### config.mk
export PLATFORM = sky130hd
export DESIGN_NAME = parity_tx
export DESIGN_NICKNAME = d
export VERILOG_FILES = /design/src/rtl/parity_pkg.sv /design/src/rtl/parity_tx.sv
export SDC_FILE = /design/constraint.sdc
export NUM_CORES = 1
export LEC_CHECK = 0
export ABC_CLOCK_PERIOD_IN_PS = 4200
export CORE_UTILIZATION = 54
export CTS_CLUSTER_SIZE = 8
export DETAILED_ROUTE_END_ITERATION = 8
export GPL_TIMING_DRIVEN = 0
export HOLD_SLACK_MARGIN = 0.15
export PLACE_DENSITY = 0.79
export SLEW_MARGIN = 40
export SYNTH_ARGS = -nofsm -noshare
export SYNTH_HDL_FRONTEND = slang
export SYNTH_SLANG_ARGS = --single-unit
### constraint.sdc
create_clock -name clk -period 4.2 [get_ports clk]
set_input_delay 0.42 -clock clk [delete_from_list [all_inputs] [get_ports clk]]
set_output_delay 0.42 -clock clk [all_outputs]
set_load 0.02 [all_outputs]
### src/rtl/parity_pkg.sv
// -----------------------------------------------------------------------------
// parity_pkg
//   Definitions shared by both ends of the serial parity link.
//   - tx_state_e : transmitter FSM states
//   - MODE_EVEN / MODE_ODD : parity mode encoding (the receive checker imports
//     the same constants so both ends agree on the meaning of 'mode')
// -----------------------------------------------------------------------------
package parity_pkg;

    typedef enum logic [1:0] {
        ST_IDLE   = 2'd0,
        ST_SHIFT  = 2'd1,
        ST_PARITY = 2'd2,
        ST_GAP    = 2'd3
    } tx_state_e;

    localparam logic MODE_EVEN = 1'b0;
    localparam logic MODE_ODD  = 1'b1;

endpackage : parity_pkg

### src/rtl/parity_tx.sv
// -----------------------------------------------------------------------------
// parity_tx
//   Transmit end of the serial parity link. A parallel word is shifted out
//   LSB-first with valid_out high, followed by one parity bit (even/odd per
//   mode), followed by one idle cycle (valid_out low, done high) that re-arms
//   the receiver's frame counter.
//
// Ports
//   clk        in   sole clock, rising edge
//   reset_n    in   asynchronous active-low reset
//   tx_data    in   [DATA_W-1:0] word to send, sampled on load acceptance
//   tx_load    in   load request, accepted when tx_load && tx_ready
//   mode       in   0 = even parity, 1 = odd parity, sampled on acceptance
//   tx_abort   in   synchronous abort of the frame in SHIFT/PARITY
//   tx_ready   out  high only in IDLE (decoded from the state register)
//   data_out   out  serial bit (registered)
//   valid_out  out  qualifies data_out (registered)
//   busy       out  high in SHIFT/PARITY/GAP (registered)
//   done       out  one-cycle pulse after an unaborted frame (registered)
// -----------------------------------------------------------------------------
module parity_tx
    import parity_pkg::*;
#(
    parameter int unsigned DATA_W = 8
) (
    input  logic              clk,
    input  logic              reset_n,
    input  logic [DATA_W-1:0] tx_data,
    input  logic              tx_load,
    input  logic              mode,
    input  logic              tx_abort,
    output logic              tx_ready,
    output logic              data_out,
    output logic              valid_out,
    output logic              busy,
    output logic              done
);

    localparam int unsigned CNT_W = $clog2(DATA_W + 1);
    localparam logic [CNT_W-1:0] LAST_BIT = CNT_W'(DATA_W - 1);

    tx_state_e         state_q, state_d;
    logic [DATA_W-1:0] shreg_q, shreg_d;
    logic [CNT_W-1:0]  cnt_q,   cnt_d;
    logic              mode_q,  mode_d;
    logic              dpar_q,  dpar_d;   // XOR of the latched data word
    logic              dout_q,  dout_d;
    logic              valid_q, valid_d;
    logic              busy_q,  busy_d;
    logic              done_q,  done_d;

    always_ff @(posedge clk or negedge reset_n) begin
        if (!reset_n) begin
            state_q <= ST_IDLE;
            shreg_q <= '0;
            cnt_q   <= '0;
            mode_q  <= MODE_EVEN;
            dpar_q  <= 1'b0;
            dout_q  <= 1'b0;
            valid_q <= 1'b0;
            busy_q  <= 1'b0;
            done_q  <= 1'b0;
        end else begin
            state_q <= state_d;
            shreg_q <= shreg_d;
            cnt_q   <= cnt_d;
            mode_q  <= mode_d;
            dpar_q  <= dpar_d;
            dout_q  <= dout_d;
            valid_q <= valid_d;
            busy_q  <= busy_d;
            done_q  <= done_d;
        end
    end

    always_comb begin
        state_d = state_q;
        shreg_d = shreg_q;
        cnt_d   = cnt_q;
        mode_d  = mode_q;
        dpar_d  = dpar_q;

        unique case (state_q)
            ST_IDLE: begin
                if (tx_load) begin
                    shreg_d = tx_data;
                    mode_d  = mode;
                    dpar_d  = ^tx_data;
                    cnt_d   = '0;
                    state_d = ST_SHIFT;
                end
            end
            ST_SHIFT: begin
                if (tx_abort) begin
                    cnt_d   = '0;
                    state_d = ST_IDLE;
                end else if (cnt_q == LAST_BIT) begin
                    cnt_d   = '0;
                    state_d = ST_PARITY;
                end else begin
                    shreg_d = shreg_q >> 1;
                    cnt_d   = cnt_q + 1'b1;
                end
            end
            ST_PARITY: begin
                state_d = tx_abort ? ST_IDLE : ST_GAP;
            end
            ST_GAP: begin
                state_d = ST_IDLE;
            end
            default: begin
                state_d = ST_IDLE;
            end
        endcase

        // Outputs are decoded from the next state and registered, so they line
        // up with state_q; in SHIFT the registered bit equals shreg_q[0].
        dout_d  = 1'b0;
        valid_d = 1'b0;
        busy_d  = (state_d != ST_IDLE);
        done_d  = (state_d == ST_GAP);
        if (state_d == ST_SHIFT) begin
            dout_d  = shreg_d[0];
            valid_d = 1'b1;
        end else if (state_d == ST_PARITY) begin
            dout_d  = dpar_d ^ mode_d;
            valid_d = 1'b1;
        end
    end

    assign tx_ready  = (state_q == ST_IDLE);
    assign data_out  = dout_q;
    assign valid_out = valid_q;
    assign busy      = busy_q;
    assign done      = done_q;

endmodule : parity_tx

==> impl_metrics.py, run 1 <==
metrics = {
    "timing": {
        "relSlewSlack": 0.671,
        "slew_viol_final": 0,
        "hold_viol_final": 0,
        "period_share": 0.553,
        "clock_skew_ns": 0.00816,
        "hold_ws_ns": 0.497,
        "max_freq_mhz": 430,
        "setup_viol": 0,
        "setup-tns-final_ns": 0,
        "rsz0062_at_grt": "false",
        "worst_slew_pin_slew_ns": 0.491,
        "period_needed_ns": 2.32,
    },
    "worst_hold_path": {
        "hold_depth": 2,
        "hp-start": "shreg_q[5]$_DFFE_PN0P_",
        "hp-class": "register to register",
        "min_to": "shreg_q[5]$_DFFE_PN0P_",
    },
    "detailed_routing": {
        "drt-pass1-iter-count": 4,
        "viasPerCell": 5.36,
        "drtIter0Drc": 16,
        "remaining_drc_errors": 0,
        "wirelength_mm": 1.90,
        "wl_per_cell_um": 13.3,
        "ant_nets": 0,
        "num_vias": 767,
    },
    "place": {
        "placed_area_sq_um": 1210,
        "place_hpwl_mm": 1.49,
        "gp_congestion": 0.738,
        "port_buffers": 17,
        "placedCellCount": 138,
    },
    "layout": {
        "fin_nets": 137,
        "mostFrequentLayoutCell": "dfrtp_1",
        "drive_above_1_share": 0.0847,
        "stdcell_area_sq_um": 1270,
        "syn_to_final_growth_pct": 25.6,
        "layoutNonFillerInstCount": 143,
        "layout_common_cells": "dfrtp_1, nand2_1, clkdlybuf4s50_1",
        "finish.utilization": 0.729,
        "diodes": 0,
        "nFillCells": 134,
    },
    "global_routing": {
        "grt_pass1_wl_mm": 3.29,
        "grt_overflow": 0,
        "grt_max_degree": 21,
        "grt_pass1_vias": 752,
        "grt_antenna_before_repair": 0,
        "track_usage": 0.228,
    },
    "logic_synthesis": {
        "yosys.area.top_type_share": 0.494,
        "synthCells": 96,
        "yosys_warnings": 0,
        "syn_avg_cell_area_sq_um": 10.6,
        "yosys.cell_types.count": 31,
        "yosysSeqAreaShare": 0.494,
        "synthTopCellsByArea": "dfrtp_1, nand2_1, ha_1, xnor2_1, a22oi_1",
        "yosys.area.top_type": "dfrtp_1",
        "syn_nets": 114,
        "ys_ff_latch": 20,
        "synth_area_sq_um": 1010,
    },
    "clock_tree": {
        "ctsHoldBuffers": 0,
        "cts_buffers": 3,
        "cts_tree": "done",
        "clk_latency_ns": 0.30,
        "ctsResizeCount": 0,
        "clockRootBuffer": "clkbuf_4",
        "clk_path_buf_depth": 2,
        "cts.sinks": 20,
        "cts_post_setup_buffers_inserted": 0,
        "path_clk_slew_ns": 0.12,
        "htree_levels": 1,
    },
    "pwr": {
        "p_seq_frac": 0.474,
        "p_clk_frac": 0.295,
        "p_leak_uw": 0.000567,
        "p_per_area_nw_per_um2": 413,
        "sw_frac_of_total": 0.271,
        "peakVddDrop_uv": 267,
        "combPwrFrac": 0.231,
        "internal-power_uw": 383,
        "power.switching_uw": 142,
    },
    "setup_path": {
        "path_class": "primary input to register",
        "crit_required_ns": 4.39,
        "cp_data_arrival_time_ns": 2.52,
        "rr_worst_depth": 9,
        "r2r_end": "data_out$_DFF_PN0_",
        "cp-start-kind": "primary input",
        "reg2reg_from": "cnt_q[0]$_DFFE_PN0P_",
        "crit_fanout": 8,
        "r2r_setup_slack_ns": 1.89,
        "endpoint_kind": "register",
    },
    "floorplanning": {
        "io_pins": 18,
        "start_util": 0.581,
        "fp.dieW_um": 45.3,
        "die_h_um": 45.3,
        "die_area_sq_um": 2050,
        "core_sq_um": 1750,
        "num_rows": 15,
    },
    "job": {
        "maxCapViolCount": 0,
    },
    "run_status": {
        "run_status": "finished clean",
    },
}
## synth_stat cells
cell type  count
dfrtp_1       20
nand2_1       19
xnor2_1        7
a22oi_1        6
ha_1           5
o21ai_0        5
inv_1          3
nor2_1         3
a21oi_1        2
and2_1         2
mux2i_1        2
nand2b_1       2
nor3b_2        2
a21o_1         1
a21oi_2        1
a221o_1        1
a22o_1         1
a31oi_1        1
and4b_1        1
buf_6          1
clkbuf_1       1
mux2_2         1
nand3_1        1
nand3b_1       1
nand4_1        1
nor4_1         1
nor4b_1        1
nor4bb_1       1
o21a_1         1
o21bai_1       1
or3b_1         1
## how the worst max path moves through the flow
| stage | endpoint | slack, ns | depth (start not counted) | start |
|---|---|---|---|---|
| finish | data_out$_DFF_PN0_ | 1.88 | 9 | tx_load |
| global route | data_out$_DFF_PN0_ | 1.64 | 9 | cnt_q[0]$_DFFE_PN0P_ |
| CTS | data_out$_DFF_PN0_ | 1.88 | 9 | tx_load |
| detailed placement | data_out$_DFF_PN0_ | 1.52 | 9 | tx_load |
| global placement | data_out$_DFF_PN0_ | 1.65 | 9 | tx_load |
| floorplan | data_out$_DFF_PN0_ | 2.23 | 8 | cnt_q[0]$_DFFE_PN0P_ |
## power by group through the flow
stage	Sequential, uW	Clock, uW	Combinational (uW)
2_1_floorplan	253	0	71.9
3_3_place_gp	251	0	117
3_5_place_dp	253	0	122
4_1_cts	249	160	123
5_1_grt	253	165	136
6_report	249	155	121
## critical path: stages
cell and delay [ns]:
clkdlybuf4s50_1 0.50, nor3b_2 0.45, a21oi_2 0.17, o21a_1 0.18
inv_1 0.10, ha_1 0.27, and4b_1 0.23, mux2i_1 0.12
nand3_1 0.08
## metrics by stage
step	setup WS [ns]	power (uW)
2_1_floorplan	2.23	325
3_3_place_gp	1.65	369
3_5_place_dp	1.52	375
4_1_cts	1.88	532
5_1_grt	1.64	555
6_report	1.88	525
## layout make-up
| type | count | area (sq um) | share of cell area |
|---|---|---|---|
| repair buffers | 18 | 175 | 0.138 |
| clock inverters | 1 | 30.0 | 0.0236 |
| flip-flops and latches | 20 | 500 | 0.393 |
| clock buffers | 3 | 22.5 | 0.0177 |
| well taps | 25 | 31.3 | 0.0246 |
| inverters | 3 | 11.3 | 0.00885 |
| multi-input cells | 71 | 487 | 0.382 |
| plain buffers | 2 | 15.0 | 0.0118 |
## cells by family (layout without fill, tap and decap cells)
kind of cell | after synthesis | count (layout) | synth area share
mux | 3 | 3 | 0.0309
xor+xnor | 7 | 7 | 0.0605
buf+inv | 5 | 27 | 0.0259
fa+ha+maj | 5 | 5 | 0.0617
simple gates | 36 | 36 | 0.193
compound gates | 20 | 20 | 0.135
flops | 20 | 20 | 0.494
## flip-flops by register name, indices dropped and copies added (netlist names)
| signal | flops |
|---|---|
| busy | 1 |
| shreg_q | 8 |
| state_q | 2 |
| done | 1 |
| valid_out | 1 |
| data_out | 1 |
| dpar_q | 1 |
| cnt_q | 4 |
| mode_q | 1 |
## per-layer routing
metal / track usage / wire [um]
met2: 0.374 / 971
met1: 0.301 / 863
met5: 0 / 0
met4: 0.109 / 12
met3: 0.0240 / 54
Power figures use the tool's default switching activity.
==> run 2, diff against run 1 <==
--- a/config.mk
+++ b/config.mk
@@ -5,13 +5,13 @@
 export SDC_FILE = /design/constraint.sdc
 export NUM_CORES = 1
 export LEC_CHECK = 0
-export ABC_CLOCK_PERIOD_IN_PS = 4200
-export CORE_UTILIZATION = 54
+export ABC_CLOCK_PERIOD_IN_PS = 2310
+export CORE_UTILIZATION = 50
 export CTS_CLUSTER_SIZE = 8
 export DETAILED_ROUTE_END_ITERATION = 8
 export GPL_TIMING_DRIVEN = 0
 export HOLD_SLACK_MARGIN = 0.15
-export PLACE_DENSITY = 0.79
+export PLACE_DENSITY = 0.73
 export SLEW_MARGIN = 40
 export SYNTH_ARGS = -nofsm -noshare
 export SYNTH_HDL_FRONTEND = slang
==> constraint.sdc (replaced) <==
create_clock -name clk -period 2.31 [get_ports clk]
set_input_delay 0.231 -clock clk [delete_from_list [all_inputs] [get_ports clk]]
set_output_delay 0.231 -clock clk [all_outputs]
set_load 0.02 [all_outputs]
==> impl_metrics.py, run 2 (synthesized netlist as in run 1, its figures left out) <==
metrics = {
    "run_status": {
        "run_status": "finished clean",
    },
    "detailed_routing": {
        "remaining_drc_errors": 0,
        "drt-pass1-iter-count": 4,
        "viasPerCell": 5.12,
        "wirelength_mm": 1.88,
        "drtIter0Drc": 19,
        "ant_nets": 0,
        "wl_per_cell_um": 12.9,
        "num_vias": 747,
    },
    "place": {
        "gp_congestion": 0.772,
        "place_hpwl_mm": 1.35,
        "pre_cts_slack_ns": -0.132,
        "port_buffers": 17,
    },
    "floorplanning": {
        "num_rows": 15,
        "io_pins": 18,
        "start_util": 0.557,
        "core_sq_um": 1820,
        "die_h_um": 47.0,
        "die_area_sq_um": 2210,
        "fp.dieW_um": 47.0,
    },
    "timing": {
        "slew_viol_final": 0,
        "hold_ws_ns": 0.402,
        "period_share": 0.951,
        "period_needed_ns": 2.20,
        "hold_viol_final": 0,
        "max_freq_mhz": 455,
        "worst_slew_pin_slew_ns": 0.456,
        "setup_ws_ns": 0.114,
        "relSlewSlack": 0.696,
        "clock_skew_ns": 0.00537,
        "setup_viol": 0,
    },
    "clock_tree": {
        "path_clk_slew_ns": 0.12,
        "clockRootBuffer": "clkbuf_4",
        "cts_buffers": 3,
        "clk_path_buf_depth": 2,
        "htree_levels": 1,
        "cts.sinks": 20,
        "cts_tree": "done",
        "clk_latency_ns": 0.30,
    },
    "setup_path": {
        "cp-start-kind": "register",
        "cp_data_arrival_time_ns": 2.44,
        "endpoint_kind": "register",
        "reg2reg_from": "cnt_q[1]$_DFFE_PN0P_",
        "path_class": "register to register",
        "r2r_end": "data_out$_DFF_PN0_",
        "rr_worst_depth": 8,
        "r2r_setup_slack_ns": 0.11,
        "crit_required_ns": 2.55,
        "crit_fanout": 5,
    },
    "global_routing": {
        "grt_max_degree": 21,
        "grt_pass1_vias": 655,
        "grt_overflow": 0,
        "track_usage": 0.192,
        "grt_pass1_wl_mm": 2.89,
        "grt_antenna_before_repair": 0,
    },
    "layout": {
        "nFillCells": 151,
        "drive_above_1_share": 0.124,
        "finish.utilization": 0.715,
        "syn_to_final_growth_pct": 28.4,
        "largest_register_ffs": 8,
        "fin_nets": 140,
        "top_regs": "shreg_q: 8 flops, cnt_q: 4 flops, state_q: 2 flops",
        "multi_input_area_sq_um": 509,
        "seq_area_sq_um": 500,
        "top_register": "shreg_q",
        "layout_common_cells": "dfrtp_1, nand2_1, clkdlybuf4s50_1",
        "mostFrequentLayoutCell": "dfrtp_1",
        "diodes": 0,
    },
    "pwr": {
        "peakVddDrop_uv": 473,
        "p_per_area_nw_per_um2": 689,
        "p_leak_uw": 0.000576,
        "fin_total_pwr_uw": 897,
    },
    "job": {
        "maxCapViolCount": 0,
    },
    "worst_hold_path": {
        "hp-class": "primary input to async pin",
    },
}
run 2: area by class of cell:
| cell class | count | area share |
|---|---|---|
| Multi-Input combinational cell | 71 | 0.391 |
| Sequential cell | 20 | 0.385 |
| Tap cell | 25 | 0.0240 |
| Timing Repair Buffer | 21 | 0.152 |
| Inverter | 3 | 0.00865 |
| Clock buffer | 4 | 0.0279 |
| Buffer | 2 | 0.0115 |
run 2: what timing repair did:
item | in CTS | in global routing
setup endpoints to repair | 1 | 1
pin swaps | 0 | 0
buffers inserted | 0 | 3
endpoints found under the hold margin | 20 | 0
hold buffers | 1 | 0
gates resized for setup | 1 | 3
run 2: worst max-delay path by stage:
stage                          from                  to  slack, ns  cells past startpoint
6_report       cnt_q[1]$_DFFE_PN0P_  data_out$_DFF_PN0_       0.11                      8
5_1_grt        cnt_q[1]$_DFFE_PN0P_  data_out$_DFF_PN0_     -0.004                      9
4_1_cts        cnt_q[0]$_DFFE_PN0P_  data_out$_DFF_PN0_      0.007                      9
3_5_place_dp                tx_load  data_out$_DFF_PN0_      -0.13                      9
3_3_place_gp               tx_abort  data_out$_DFF_PN0_      -0.07                      9
2_1_floorplan  cnt_q[0]$_DFFE_PN0P_  data_out$_DFF_PN0_       0.34                      8
run 2: worst max-delay path: stages, from the launching register on:
cell      delay, ns
dfrtp_1        0.41
ha_1           0.20
nand3b_1       0.19
or3b_1         0.40
a21o_1         0.22
ha_1           0.27
nor4b_2        0.27
a21oi_1        0.09
nand3_1        0.08
run 2: power breakdown:
| part | switching (uW) | leakage, uW | total, uW | internal (uW) |
|---|---|---|---|---|
| logic | 117 | 0.000302 | 236 | 120 |
| registers | 39.3 | 0.000253 | 452 | 413 |
| clock network | 112 | 0.0000210 | 209 | 96.1 |
| total | 268 | 0.000576 | 897 | 628 |
run 2: metrics by stage:
| step | instance area, sq um | cells | setup TNS [ns] |
|---|---|---|---|
| finish | 1300 | 146 | 0 |
| global route | 1300 | 146 | -0.00442 |
| CTS | 1260 | 143 | 0 |
| detailed placement | 1210 | 138 | -0.132 |
| global placement | 1210 | 138 | -0.0707 |
| floorplan | 1010 | 96 | 0 |
run 2: routing by layer:
layer / routed length (um) / track usage
met2: 856 / 0.292
met4: 12 / 0.0686
met1: 961 / 0.267
met3: 52 / 0.0462
met5: 0 / 0
==> run 3, diff against run 2 <==
--- a/config.mk
+++ b/config.mk
@@ -12,7 +12,7 @@
 export GPL_TIMING_DRIVEN = 0
 export HOLD_SLACK_MARGIN = 0.15
 export PLACE_DENSITY = 0.73
-export SLEW_MARGIN = 40
+export SLEW_MARGIN = 20
 export SYNTH_ARGS = -nofsm -noshare
 export SYNTH_HDL_FRONTEND = slang
 export SYNTH_SLANG_ARGS = --single-unit
==> impl_metrics.py, run 3 (synthesized netlist as in run 1, its figures left out) <==
metrics = {
    "pwr": {
        "peakVddDrop_uv": 512,
        "p_seq_frac": 0.500,
        "power.switching_uw": 274,
        "p_per_area_nw_per_um2": 692,
        "p_clk_frac": 0.233,
        "combPwrFrac": 0.267,
        "p_leak_uw": 0.000577,
        "internal-power_uw": 632,
        "fin_total_pwr_uw": 906,
        "sw_frac_of_total": 0.302,
    },
    "floorplanning": {
        "start_util": 0.557,
        "num_rows": 15,
        "die_h_um": 47.0,
        "io_pins": 18,
        "fp.dieW_um": 47.0,
        "core_sq_um": 1820,
        "die_area_sq_um": 2210,
    },
    "layout": {
        "mostFrequentLayoutCell": "dfrtp_1",
        "multi_input_area_sq_um": 515,
        "stdcell_area_sq_um": 1310,
        "layout_common_cells": "dfrtp_1, nand2_1, clkdlybuf4s50_1",
        "finish.utilization": 0.720,
        "nFillCells": 157,
        "diodes": 0,
        "top_regs": "shreg_q: 8 flops, cnt_q: 4 flops, state_q: 2 flops",
        "fin_nets": 140,
        "syn_to_final_growth_pct": 29.3,
        "largest_register_ffs": 8,
        "drive_above_1_share": 0.132,
        "seq_area_sq_um": 500,
        "top_register": "shreg_q",
    },
    "timing": {
        "max_freq_mhz": 450,
        "period_share": 0.962,
        "worst_slew_pin_slew_ns": 0.887,
        "rsz0062_at_grt": "false",
        "relSlewSlack": 0.407,
        "period_needed_ns": 2.22,
        "setup_viol": 0,
        "hold_viol_final": 0,
        "setup_ws_ns": 0.0886,
        "slew_viol_final": 0,
        "clock_skew_ns": 0.00556,
        "setup-tns-final_ns": 0,
    },
    "global_routing": {
        "grt_max_degree": 21,
        "grt_pass1_vias": 658,
        "grt_pass1_wl_mm": 2.95,
        "grt_overflow": 0,
        "grt_antenna_before_repair": 0,
        "track_usage": 0.199,
    },
    "place": {
        "place_hpwl_mm": 1.36,
        "pre_cts_slack_ns": -0.141,
        "gp_congestion": 0.772,
        "placed_area_sq_um": 1210,
        "port_buffers": 17,
    },
    "clock_tree": {
        "clk_path_buf_depth": 2,
        "cts_buffers": 3,
        "cts_tree": "done",
        "clockRootBuffer": "clkbuf_4",
        "path_clk_slew_ns": 0.12,
        "ctsHoldBuffers": 0,
        "cts.sinks": 20,
        "htree_levels": 1,
        "clk_latency_ns": 0.31,
    },
    "detailed_routing": {
        "viasPerCell": 5.23,
        "wirelength_mm": 1.93,
        "drt-pass1-iter-count": 5,
        "wl_per_cell_um": 13.2,
        "drtIter0Drc": 16,
        "ant_nets": 0,
        "remaining_drc_errors": 0,
        "num_vias": 763,
    },
    "setup_path": {
        "cp-start-kind": "register",
        "crit_fanout": 5,
        "cp_data_arrival_time_ns": 2.47,
        "endpoint_kind": "register",
        "crit_required_ns": 2.56,
        "path_class": "register to register",
    },
    "worst_hold_path": {
        "hp-class": "primary input to async pin",
    },
    "run_status": {
        "run_status": "finished clean",
    },
    "job": {
        "maxCapViolCount": 0,
    },
}
[run 3: routing by layer]
| layer | vias up | track usage | wire [um] |
|---|---|---|---|
| met2 | 20 | 0.292 | 886 |
| met4 | 0 | 0.103 | 29 |
| met3 | 4 | 0.0462 | 75 |
| li1 | 385 | - | - |
| met1 | 354 | 0.274 | 942 |
| met5 | - | 0 | 0 |
[run 3: cell type report]
cell class / instances / share of cell area
flip-flops and latches: 20 / 0.382
repair buffers: 21 / 0.153
inverters: 3 / 0.00860
multi-input cells: 71 / 0.394
plain buffers: 2 / 0.0115
clock buffers: 4 / 0.0277
well taps: 25 / 0.0239
[run 3: path summary, 6_finish.rpt]
| path | end | slack [ns] | depth (start not counted) | start |
|---|---|---|---|---|
| max in group asynchronous | state_q[1]$_DFF_PN0_ | 1.35 | 1 | reset_n |
| min reg2reg | cnt_q[3]$_DFFE_PN0P_ | 0.49 | 1 | cnt_q[3]$_DFFE_PN0P_ |
| min | cnt_q[0]$_DFFE_PN0P_ | 0.41 | 1 | reset_n |
| max reg2reg | data_out$_DFF_PN0_ | 0.09 | 8 | cnt_q[0]$_DFFE_PN0P_ |
| max | data_out$_DFF_PN0_ | 0.09 | 8 | cnt_q[0]$_DFFE_PN0P_ |
| min in group clk | cnt_q[3]$_DFFE_PN0P_ | 0.49 | 1 | cnt_q[3]$_DFFE_PN0P_ |
[run 3: metrics by stage]
stage | hold slack, ns | instances
CTS | 0.438 | 142
global placement | 0.460 | 138
detailed placement | 0.472 | 138
floorplan | -0.0646 | 96
finish | 0.410 | 146
global route | 0.505 | 146
[run 3: power by group through the flow]
stage          logic, uW  clock network, uW  registers (uW)
3_3_place_gp         214                  0             456
2_1_floorplan        131                  0             460
6_report             242                211             453
5_1_grt              266                227             459
4_1_cts              224                217             454
3_5_place_dp         220                  0             459
[run 3: worst max-delay path, cell delays in order, from the launching register on]
cell and delay (ns):
dfrtp_1 0.40, ha_1 0.20, nand3b_1 0.20, or3b_1 0.40, a21o_1 0.22, ha_1 0.28
nor4b_2 0.27, a21oi_1 0.10, nand3_1 0.09
[run 3: repair_timing]
| item | 4_1_cts | 5_1_grt |
|---|---|---|
| setup endpoints to repair | 1 | 1 |
| gates cloned | 0 | 0 |
| pin swaps | 0 | 1 |
| setup buffers | 0 | 4 |
| resized for setup | 2 | 3 |
